--- config.mk ---
export PLATFORM = sky130hd
export DESIGN_NAME = load_store_unit
export DESIGN_NICKNAME = d
export VERILOG_FILES = /design/src/rtl/lsu_pkg.sv /design/src/rtl/load_extend.sv /design/src/rtl/load_store_unit.sv
export SDC_FILE = /design/constraint.sdc
export NUM_CORES = 1
export LEC_CHECK = 0
export ABC_CLOCK_PERIOD_IN_PS = 3200
export CORE_MARGIN = 2
export CORE_UTILIZATION = 40
export DETAILED_ROUTE_END_ITERATION = 16
export HOLD_SLACK_MARGIN = 0.06
export PLACE_DENSITY = 0.79
export SLEW_MARGIN = 30
export SYNTH_ARGS = -nofsm -noshare
export SYNTH_HDL_FRONTEND = slang
export SYNTH_SLANG_ARGS = --single-unit
--- constraint.sdc ---
create_clock -name clk -period 3.2 [get_ports clk]
set_input_delay 0.64 -clock clk [delete_from_list [all_inputs] [get_ports clk]]
set_output_delay 0.64 -clock clk [all_outputs]
set_load 0.005 [all_outputs]
--- src/rtl/lsu_pkg.sv ---
// Shared definitions for the load/store unit: funct3 codes, memory
// size encodings, error codes, FSM states and small decode helpers.
package lsu_pkg;

    localparam logic [2:0] F3_B  = 3'b000;
    localparam logic [2:0] F3_H  = 3'b001;
    localparam logic [2:0] F3_W  = 3'b010;
    localparam logic [2:0] F3_BU = 3'b100;
    localparam logic [2:0] F3_HU = 3'b101;

    localparam logic [2:0] MEM_WORD   = 3'b000;
    localparam logic [2:0] MEM_HALF_S = 3'b001;
    localparam logic [2:0] MEM_HALF_U = 3'b010;
    localparam logic [2:0] MEM_BYTE_S = 3'b011;
    localparam logic [2:0] MEM_BYTE_U = 3'b100;

    localparam logic [1:0] ERR_NONE     = 2'b00;
    localparam logic [1:0] ERR_FUNCT3   = 2'b01;
    localparam logic [1:0] ERR_MISALIGN = 2'b10;
    localparam logic [1:0] ERR_RANGE    = 2'b11;

    typedef enum logic [1:0] {
        S_IDLE,
        S_ACCESS,
        S_SPLIT,
        S_RESP
    } lsu_state_e;

    // Index of the last byte of the access: 0 byte, 1 half, 3 word.
    function automatic logic [1:0] f3_klast(input logic [2:0] f3);
        logic [1:0] k;
        k = 2'd0;
        case (f3)
            F3_H, F3_HU: k = 2'd1;
            F3_W:        k = 2'd3;
            default:     k = 2'd0;
        endcase
        return k;
    endfunction

    // Memory port size code for an aligned access of this funct3.
    function automatic logic [2:0] f3_mem_size(input logic [2:0] f3);
        logic [2:0] s;
        s = MEM_WORD;
        case (f3)
            F3_W:    s = MEM_WORD;
            F3_H:    s = MEM_HALF_S;
            F3_HU:   s = MEM_HALF_U;
            F3_B:    s = MEM_BYTE_S;
            F3_BU:   s = MEM_BYTE_U;
            default: s = MEM_WORD;
        endcase
        return s;
    endfunction

endpackage

--- src/rtl/load_extend.sv ---
// Sign/zero extension of raw load data according to RV32I funct3.
// Purely combinational; used on the split (byte-assembled) load path.
module load_extend
    import lsu_pkg::*;
(
    input  logic [2:0]  funct3,
    input  logic [31:0] raw,
    output logic [31:0] ext
);

    // Select the extension rule for the load width and signedness.
    always_comb begin
        ext = raw;
        case (funct3)
            F3_B:    ext = {{24{raw[7]}}, raw[7:0]};
            F3_BU:   ext = {24'b0, raw[7:0]};
            F3_H:    ext = {{16{raw[15]}}, raw[15:0]};
            F3_HU:   ext = {16'b0, raw[15:0]};
            default: ext = raw;
        endcase
    end

endmodule

--- src/rtl/load_store_unit.sv ---
// Memory-access stage: decodes load/store requests, drives the data
// memory port, splits misaligned accesses into bytes, returns responses.
module load_store_unit
    import lsu_pkg::*;
#(
    parameter int ADDR_WIDTH       = 32,
    parameter int MEM_BYTES        = 256,
    parameter bit SPLIT_MISALIGNED = 1'b1
) (
    input  logic                  clk,
    input  logic                  rst,
    input  logic                  req_valid,
    output logic                  req_ready,
    input  logic                  req_we,
    input  logic [2:0]            req_funct3,
    input  logic [ADDR_WIDTH-1:0] req_addr,
    input  logic [31:0]           req_wdata,
    output logic                  resp_valid,
    input  logic                  resp_ready,
    output logic [31:0]           resp_rdata,
    output logic                  resp_err,
    output logic [1:0]            resp_err_code,
    output logic                  mem_we,
    output logic [2:0]            mem_size,
    output logic [ADDR_WIDTH-1:0] mem_addr,
    output logic [31:0]           mem_wd,
    input  logic [31:0]           mem_rd
);

    localparam logic [ADDR_WIDTH:0] MEM_LIMIT = (ADDR_WIDTH+1)'(MEM_BYTES);

    lsu_state_e            state_q;
    lsu_state_e            state_d;
    logic                  we_q;
    logic [2:0]            f3_q;
    logic [ADDR_WIDTH-1:0] addr_q;
    logic [31:0]           wdata_q;
    logic [1:0]            klast_q;
    logic [1:0]            k_q;
    logic [31:0]           acc_q;
    logic [31:0]           acc_d;
    logic [31:0]           acc_ext;

    logic [1:0]            req_klast;
    logic                  req_illegal;
    logic                  req_misal;
    logic                  req_range;
    logic [ADDR_WIDTH:0]   req_last;
    logic [1:0]            req_code;

    assign req_klast = f3_klast(req_funct3);

    // Classify the incoming request; the last byte address is formed
    // one bit wider so an access near the top of the space cannot wrap.
    always_comb begin
        req_illegal = 1'b0;
        case (req_funct3)
            F3_B, F3_H, F3_W: req_illegal = 1'b0;
            F3_BU, F3_HU:     req_illegal = req_we;
            default:          req_illegal = 1'b1;
        endcase
        req_last  = {1'b0, req_addr}
                  + {{(ADDR_WIDTH-1){1'b0}}, req_klast};
        req_range = (req_last >= MEM_LIMIT);
        req_misal = ((req_klast == 2'd1) && req_addr[0])
                 || ((req_klast == 2'd3) && (req_addr[1:0] != 2'b00));
        req_code  = ERR_NONE;
        if (req_illegal) begin
            req_code = ERR_FUNCT3;
        end else if (req_range) begin
            req_code = ERR_RANGE;
        end else if (req_misal && !SPLIT_MISALIGNED) begin
            req_code = ERR_MISALIGN;
        end
    end

    // Merge the current memory byte into its lane of the accumulator.
    always_comb begin
        acc_d = acc_q;
        acc_d[{k_q, 3'b000} +: 8] = mem_rd[7:0];
    end

    load_extend u_ext (
        .funct3 (f3_q),
        .raw    (acc_d),
        .ext    (acc_ext)
    );

    // Next-state and handshake/memory port outputs; reset blanks the
    // memory port at once so an interrupted access writes nothing.
    always_comb begin
        state_d    = state_q;
        req_ready  = 1'b0;
        resp_valid = 1'b0;
        mem_we     = 1'b0;
        mem_size   = MEM_WORD;
        mem_addr   = '0;
        mem_wd     = '0;
        unique case (state_q)
            S_IDLE: begin
                req_ready = 1'b1;
                if (req_valid) begin
                    if (req_code != ERR_NONE) begin
                        state_d = S_RESP;
                    end else if (req_misal) begin
                        state_d = S_SPLIT;
                    end else begin
                        state_d = S_ACCESS;
                    end
                end
            end
            S_ACCESS: begin
                mem_addr = addr_q;
                mem_size = f3_mem_size(f3_q);
                mem_we   = we_q;
                mem_wd   = we_q ? wdata_q : 32'b0;
                state_d  = S_RESP;
            end
            S_SPLIT: begin
                mem_addr = addr_q + {{(ADDR_WIDTH-2){1'b0}}, k_q};
                mem_size = we_q ? MEM_BYTE_S : MEM_BYTE_U;
                mem_we   = we_q;
                mem_wd   = we_q ? {24'b0, wdata_q[{k_q, 3'b000} +: 8]}
                                : 32'b0;
                if (k_q == klast_q) begin
                    state_d = S_RESP;
                end
            end
            S_RESP: begin
                resp_valid = 1'b1;
                if (resp_ready) begin
                    state_d = S_IDLE;
                end
            end
            default: state_d = S_IDLE;
        endcase
        if (rst) begin
            mem_we   = 1'b0;
            mem_size = MEM_WORD;
            mem_addr = '0;
            mem_wd   = '0;
        end
    end

    // State register, request latch, byte counter and response data.
    always_ff @(posedge clk) begin
        if (rst) begin
            state_q       <= S_IDLE;
            we_q          <= 1'b0;
            f3_q          <= F3_B;
            addr_q        <= '0;
            wdata_q       <= '0;
            klast_q       <= 2'd0;
            k_q           <= 2'd0;
            acc_q         <= '0;
            resp_rdata    <= '0;
            resp_err      <= 1'b0;
            resp_err_code <= ERR_NONE;
        end else begin
            state_q <= state_d;
            unique case (state_q)
                S_IDLE: begin
                    if (req_valid) begin
                        we_q          <= req_we;
                        f3_q          <= req_funct3;
                        addr_q        <= req_addr;
                        wdata_q       <= req_wdata;
                        klast_q       <= req_klast;
                        k_q           <= 2'd0;
                        acc_q         <= '0;
                        resp_rdata    <= '0;
                        resp_err      <= (req_code != ERR_NONE);
                        resp_err_code <= req_code;
                    end
                end
                S_ACCESS: begin
                    resp_rdata <= we_q ? 32'b0 : mem_rd;
                end
                S_SPLIT: begin
                    k_q <= k_q + 2'd1;
                    if (!we_q) begin
                        acc_q <= acc_d;
                    end
                    if (k_q == klast_q) begin
                        resp_rdata <= we_q ? 32'b0 : acc_ext;
                    end
                end
                S_RESP: begin
                    if (resp_ready) begin
                        resp_rdata    <= '0;
                        resp_err      <= 1'b0;
                        resp_err_code <= ERR_NONE;
                    end
                end
                default: ;
            endcase
        end
    end

endmodule

# Word level (Yosys, flattened, before mapping)
# Index checks and enable logic that the tools add are counted.
dict set report classes {
  multipliers 0
  reduce_logical 19
  n_eq_ne 17
  div_mod_pow 0
  n_shift 3
  bitwise 0
  addsub 4
  n_lt_le_gt_ge 1
  muxes 41
}
# cell count
set ops {}
lappend ops {{2-to-1 mux 32 bit} 9}
lappend ops {{one-hot mux 32 bit (4 select lines)} 2}
lappend ops {{one-hot mux 32 bit (2 select lines)} 3}
lappend ops {{adder 32 x 2 -> 33 bit} 1}
lappend ops {{>= comparator 33 x 9 -> 1 bit, second input constant} 1}
lappend ops {{adder 32 x 2 -> 32 bit} 1}
lappend ops {{bitwise mux 32 bit} 1}
lappend ops {{variable shift 8 x 7 -> 32 bit, first input constant} 1}
lappend ops {{variable part select 32 x 6 -> 8 bit} 1}
lappend ops {{variable part select 8 x 7 -> 32 bit} 1}
lappend ops {{2-to-1 mux 2 bit} 9}
lappend ops {{== test 3 bit, second input constant} 4}
lappend ops {{one-hot mux 2 bit (2 select lines)} 3}
lappend ops {{one-hot mux 3 bit (4 select lines)} 1}
lappend ops {{AND reduction 3 bit} 3}
lappend ops {{2-to-1 mux 8 bit} 1}
lappend ops {{inequality test 2 bit, second input constant} 4}
lappend ops {{one-hot mux 2 bit (4 select lines)} 1}
lappend ops {{nonzero test 2 bit} 4}
lappend ops {{negation 5 -> 7 bit} 1}
lappend ops {{== test 2 bit, second input constant} 3}
lappend ops {{== test 3 x 1 -> 1 bit, second input constant} 2}
lappend ops {{logical NOT 3 bit} 2}
lappend ops {{2-to-1 mux 1 bit} 6}
lappend ops {{other kinds (13)} 20}
dict set report totals {
  latchBits 0
  rom_bits 0
  regBits 141
  out_inout_bits 105
  elab_cells 96
  ram_bits 0
  memories 0
}

# Longest topological paths before layout
dict set report logic_depth {
  word_depth 11
  depth_mapped 13
  ltp_nobuf 13
}

# Modules after synthesis
# From an unflattened synthesis, not the netlist that was laid out.
dict set report hier_totals {
  cells_unflattened 1190
  hier_area_um2 8491.9
}
# module seq_area_each_um2 area_each_um2 n_inst cells_per_inst
set by_module_without_submodules {}
lappend by_module_without_submodules {load_store_unit 2822.7 8136.6 1 1123}
lappend by_module_without_submodules {load_extend 0.0 355.3 1 67}

# Worst setup path after synthesis
# OpenSTA, ideal clock, no wires.
dict set report synth_path {
  path_kind {input to register}
  from {input port req_funct3[2]}
  to {register state_q[0]}
  slack_ps -66
  setup_ps 137
  stages 12
  t_required_ps 3063
  t_arrival_ps 3129
  path_cell_list {nor3_1 -> a21oi_1 -> inv_1 -> ha_1 -> fa_1 -> nand4_1 -> nor4_1 -> nand3_1 -> o21ai_0 -> nand4_1 -> nor4_4 -> a31oi_1}
}
dict set report synth_between {
  elab_chain_cells 11
  word_cells_on_any_way 24
}
# item line_no
set synth_lines {}
lappend synth_lines {{start, declared} load_store_unit.sv:15} ;# input logic [2:0] req_funct3,
lappend synth_lines {{== test 3 bit / == test 3 x 1 -> 1 bit (equally long branches)} lsu_pkg.sv:33} ;# case (f3)
lappend synth_lines {{OR reduction 2 bit} lsu_pkg.sv:33}
lappend synth_lines {{one-hot mux 2 bit (2 select lines) *} lsu_pkg.sv:33}
lappend synth_lines {{named net req_klast[0]} load_store_unit.sv:44} ;# logic [1:0] req_klast;
lappend synth_lines {{adder 32 x 2 -> 33 bit} load_store_unit.sv:63} ;# + {{(ADDR_WIDTH-1){1'b0}}, req_klast};
lappend synth_lines {{>= comparator 33 x 9 -> 1 bit} load_store_unit.sv:64} ;# req_range = (req_last >= MEM_LIMIT);
lappend synth_lines {{2-to-1 mux 2 bit} load_store_unit.sv:70} ;# end else if (req_range) begin
lappend synth_lines {{2-to-1 mux 2 bit} load_store_unit.sv:68} ;# if (req_illegal) begin
lappend synth_lines {{nonzero test 2 bit} load_store_unit.sv:103} ;# if (req_code != ERR_NONE) begin
lappend synth_lines {{2-to-1 mux 2 bit *} load_store_unit.sv:103}
lappend synth_lines {{2-to-1 mux 2 bit *} load_store_unit.sv:102} ;# if (req_valid) begin
lappend synth_lines {{one-hot mux 2 bit (4 select lines) *} load_store_unit.sv:99} ;# unique case (state_q)
lappend synth_lines {{end signal, assigned} load_store_unit.sv:160} ;# state_q <= state_d;
lappend synth_lines {{end, declared} load_store_unit.sv:32} ;# lsu_state_e state_q;
# Mark *: on every way through the listed nets, which the timed path passes. The rest lies on a longest branch. The select of a mux whose other input is x is not followed.
# A chain may end at the register's enable or synchronous reset.

# Final worst setup path
dict set report layout_path {
  from {register addr_q[9]}
  to {output port mem_addr[17]}
}
dict set report layout_between {
  elab_chain_cells 3
}
# item line_no
set layout_lines {}
lappend layout_lines {{start, declared} load_store_unit.sv:36} ;# logic [ADDR_WIDTH-1:0] addr_q;
lappend layout_lines {{start signal, assigned} load_store_unit.sv:166} ;# addr_q <= req_addr;
lappend layout_lines {{adder 32 x 2 -> 32 bit} load_store_unit.sv:120} ;# mem_addr = addr_q + {{(ADDR_WIDTH-2){1'b0}}, k_q};
lappend layout_lines {{one-hot mux 32 bit (2 select lines)} load_store_unit.sv:99}
lappend layout_lines {{2-to-1 mux 32 bit} load_store_unit.sv:137} ;# if (rst) begin
lappend layout_lines {{end, declared} load_store_unit.sv:25} ;# output logic [ADDR_WIDTH-1:0] mem_addr,
# No other way between the ends.

==> impl_summary.txt <==
----------------------------------------------------
[Run status]
  Outcome ... finished, violations left
  Failing checks ... setup timing

[Logic synthesis]
  Fraction of the yosys area taken by sequential cells ... between 30% and 40%
  Number of synthesized register bits ... 141
  Post-synthesis net count ... around 1,200
  Most common cell in the netlist ... sky130_fd_sc_hd__nand2_1
  Fraction of registers with async set/reset ... 0%
  Synthesis warning total ... 0
  Post-synthesis cell type with the largest combined area ... sky130_fd_sc_hd__dfxtp_1
  Area share of the largest cell type after synthesis ... between 30% and 40%
  Netlist area before placement ... roughly 8000 um^2
  Post-Synthesis Cells ... about 1,100
  Count of different cell masters after synthesis ... 60
  Most common flop cell mapped by yosys ... sky130_fd_sc_hd__dfxtp_1
  Count of flip-flops with a built-in enable after synthesis ... 0
  Main area contributors after synthesis ... sky130_fd_sc_hd__dfxtp_1 35%, sky130_fd_sc_hd__nand2_1 10%, sky130_fd_sc_hd__a21oi_1 8.0%, sky130_fd_sc_hd__o21ai_0 5.4%, sky130_fd_sc_hd__a22oi_1 4.4%
  Post-synthesis average cell area ... 7.41 um^2
  Synth top cells by count ... 212 x sky130_fd_sc_hd__nand2_1, 141 x sky130_fd_sc_hd__dfxtp_1, 127 x sky130_fd_sc_hd__a21oi_1

[Pwr]
  Design internal power ... 4340 uW
  Part of the power in the clock network ... 28.1%
  Peak ir drop on the vdd network ... slightly above 400 uV
  Power dissipated by switching net loads ... 2640 uW
  Comb pwr share ... between 30% and 40%
  Total power of the final layout ... ~7000 uW
  Switching Fraction ... between 30 and 40%
  Pwr Density ... a little under 600 nW/um^2
  Leakage Power ... ~0.0045 uW
  Sequential power share ... around 32%

[Placement]
  DP HPWL ... 19,300 um
  Final Wtd Congestion ... 0.911
  Number of placed cells counting well taps ... 1,556
  Quantity of I/O buffers inserted on ports ... ~210

[Critical path]
  Crit path depth ... 7
  Critical-path cell with the highest stage delay ... sky130_fd_sc_hd__or4_4
  CP startpoint kind ... flip-flop
  Reg-to-reg setup timing slack ... 230 ps
  Worst Setup SP ... addr_q[9]$_SDFFE_PP0P_
  CP Capture Type ... output port
  Crit Path Class ... reg2out
  Sequence of cells on the critical path ... nand4_1 -> or4_4 -> nor2_2 -> nand3_1 -> xor2_1 -> o21ai_2 -> clkdlybuf4s50_1
  Reg2Reg Depth ... 10
  Reg-to-reg endpoint ... resp_rdata[19]$_SDFFE_PP0P_
  Worst flop-to-flop path startpoint ... k_q[0]$_SDFFE_PP0P_
  Crit path DAT ... between 2000 and 3000 ps
  Max Fanout on Critical Path ... 5
  CP required ... 2560 ps
  CP top delay family ... simple AND/OR/NAND/NOR gates
  Buffers plus inverters on the worst setup path ... 1
  Maximum single-stage delay on the critical path ... roughly 620 ps
  Worst Setup EP ... mem_addr[17]

[Clocking]
  Clk Latency, worst-skew pair ... ~430 ps
  CTS tree ... done
  Clock-pin transition on the worst setup and hold timing paths ... 60 ps
  Maximum level of the CTS H-tree ... 4
  Maximum count of clock buffers along a single path ... 2
  Clock Tree Root ... sky130_fd_sc_hd__clkbuf_16
  Clock sink count ... around 140
  Total CTS buffers ... 17

[Routing]
  Number of DRC violations after detailed-routing iteration 0 ... 619
  Detailed-routing iteration count for the pre-antenna-repair pass ... 6
  Residual DRC count ... 0
  Mean routed wirelength per cell ... about 17 um
  WL final ... 27,700 um
  Remaining antenna violation count ... 0
  Mean number of vias per cell ... roughly 5.5
  Overall via count from detail_route ... slightly below 9,000

[Layout]
  Fill cell total of the finished layout ... around 1,700
  Layout cell share with drive strength beyond 1 ... approximately 18%
  Sequential cell area in the final layout ... between 2000 and 3000 um^2
  Final Instance Count excl. Fillers ... around 1,600
  Number of nets in the layout ... roughly 1,400
  Number of antenna cells inserted ... 0
  Area used by multi-input combinational logic ... ~5100 um^2
  Area growth from synthesis to final layout ... 48.1%

[STA]
  Post-route clock period utilization ... 103%
  PnR worst setup slack ... -105 ps
  Hold Worst Slack ... between 400 and 500 ps
  Final hold vios ... 0
  Final number of max-transition violations ... 0
  RSZ-0062 raised after global routing ... yes
  Number of setup violations in the final report ... 7
  Top achievable clock speed ... ~300 MHz
  Final worst path period need ... 3310 ps
  Setup clock skew after layout ... 9.39 ps
  Normalized max-slew margin ... 41.9%
  Measured slew at the worst slew-check pin ... 870 ps

[Floorplan]
  Overall die width ... around 150 um
  Initial core utilization ... around two fifths
  Standard cell core area ... around 19,000 um^2
  Row count ... 51
  IO Pins ... between 200 and 250
  Die outline area ... approximately 21,000 um^2
  Die extent in y ... 145 um

[Global route]
  First-pass GRT wire length ... around 44,000 um
  Number of antenna violations at the first check in global routing ... 0
  Number of global-route vias before repair ... between 8,000 and 9,000
  GRT Util Overall ... about a quarter
  Maximum number of pins on one net before global-route repair ... 70
  Global route total overflow ... 0

[Hold path]
  Classification of the worst-slack hold path ... reg2reg

[Flow run]
  Reported max-cap violation count ... 0

----------------------------------------------------
## per-stage QoR
stage | setup WS [ps] | instance area, um^2 | util, % | TNS [ps]
finish | -105 | 11800 | 60.5 | -376
global route | -175 | 11800 | 60.5 | -1190
CTS | -121 | 11600 | 59.8 | -371
detailed placement | -528 | 10700 | 55.2 | -2580
global placement | -495 | 10700 | 55.2 | -2380
floorplan | 94.4 | 7970 | - | 0
## cell families (layout without fill, tap and decap cells)
logic type	count (synthesis)	after routing	synth area share (%)
xor gates and xnor gates	15	15	1.65
AOI/OAI and AO/OA	340	340	25.9
and+or+nand+nor	445	445	26.6
muxes	11	11	2.67
buffers and inverters	107	372	5.11
DFF	141	141	35.5
adders and majority gates	15	15	2.55
## metal layers
layer | wire length, um | global-route usage, % | vias up
met5 | 0 | 0 | -
met4 | 665 | 9.31 | 0
met3 | 1960 | 4.75 | 43
met2 | 13300 | 42.0 | 359
met1 | 11800 | 33.6 | 4187
li1 | - | - | 4305
## state kept, by name, summed over array words and instances, names as in the netlist
| signal | count |
|---|---|
| acc_q | 32 |
| addr_q | 32 |
| resp_rdata | 32 |
| wdata_q | 32 |
| f3_q | 3 |
| k_q | 2 |
| klast_q | 2 |
| resp_err_code | 2 |
| state_q | 2 |
| resp_err | 1 |
| we_q | 1 |
## power groups by stage
stage                     Sequential (uW)  Clock [uW]  Combinational, uW
after floorplan                      2220           0               1570
after global placement               2250           0               2540
after detailed placement             2260           0               2590
after CTS                            2250        1990               2670
after global routing                 2290        2060               3010
final                                2260        1960               2750
## cell usage in the layout, fill, tap and decap left out, types with 23 or more instances in the layout
cell                              synthesis  layout
sky130_fd_sc_hd__clkdlybuf4s50_1          0     173
sky130_fd_sc_hd__o21ai_0                 86      63
sky130_fd_sc_hd__o21ai_1                  7      23
sky130_fd_sc_hd__and2_1                  29      26
sky130_fd_sc_hd__nand2_1                212     208
sky130_fd_sc_hd__buf_4                    0      91
sky130_fd_sc_hd__nor2_1                  79      76
sky130_fd_sc_hd__dfxtp_1                141     131
sky130_fd_sc_hd__a22o_1                  34      34
sky130_fd_sc_hd__a22oi_1                 47      47
sky130_fd_sc_hd__a21oi_1                127     119
sky130_fd_sc_hd__inv_1                   34      30
## layout make-up
type,instances,share of cell area [%]
Inverter,34,1.08
Clock inverter,10,0.967
Clock buffer,22,3.94
Multi-Input combinational cell,826,43.3
Timing Repair Buffer,306,23.8
Tap cell,265,2.81
Sequential cell,141,24.1
## repair_timing
item / in CTS / in global routing
setup endpoints to repair: 72 / 39
setup buffers: 12 / 5
resized for setup: 130 / 58
gates cloned: 0 / 0
pin swaps: 36 / 38
hold buffers: 0 / 0
## tightest hold or removal path, delay by kind of cell (launching register included)
family	cells	cell delay, ps
simple gates	1	50
flops	1	310
compound gates	1	50
## worst min-delay path by stage
| stage | depth (start not counted) | start | to |
|---|---|---|---|
| after global routing | 2 | resp_err_code[1]$_SDFFE_PP0P_ | resp_err_code[1]$_SDFFE_PP0P_ |
| after floorplan | 2 | wdata_q[16]$_SDFFE_PP0P_ | wdata_q[16]$_SDFFE_PP0P_ |
| after detailed placement | 2 | resp_err_code[1]$_SDFFE_PP0P_ | resp_err_code[1]$_SDFFE_PP0P_ |
| after CTS | 2 | resp_err_code[1]$_SDFFE_PP0P_ | resp_err_code[1]$_SDFFE_PP0P_ |
| after global placement | 2 | resp_err_code[1]$_SDFFE_PP0P_ | resp_err_code[1]$_SDFFE_PP0P_ |
| final | 2 | resp_err_code[1]$_SDFFE_PP0P_ | resp_err_code[1]$_SDFFE_PP0P_ |
Power figures use the tool's default switching activity.
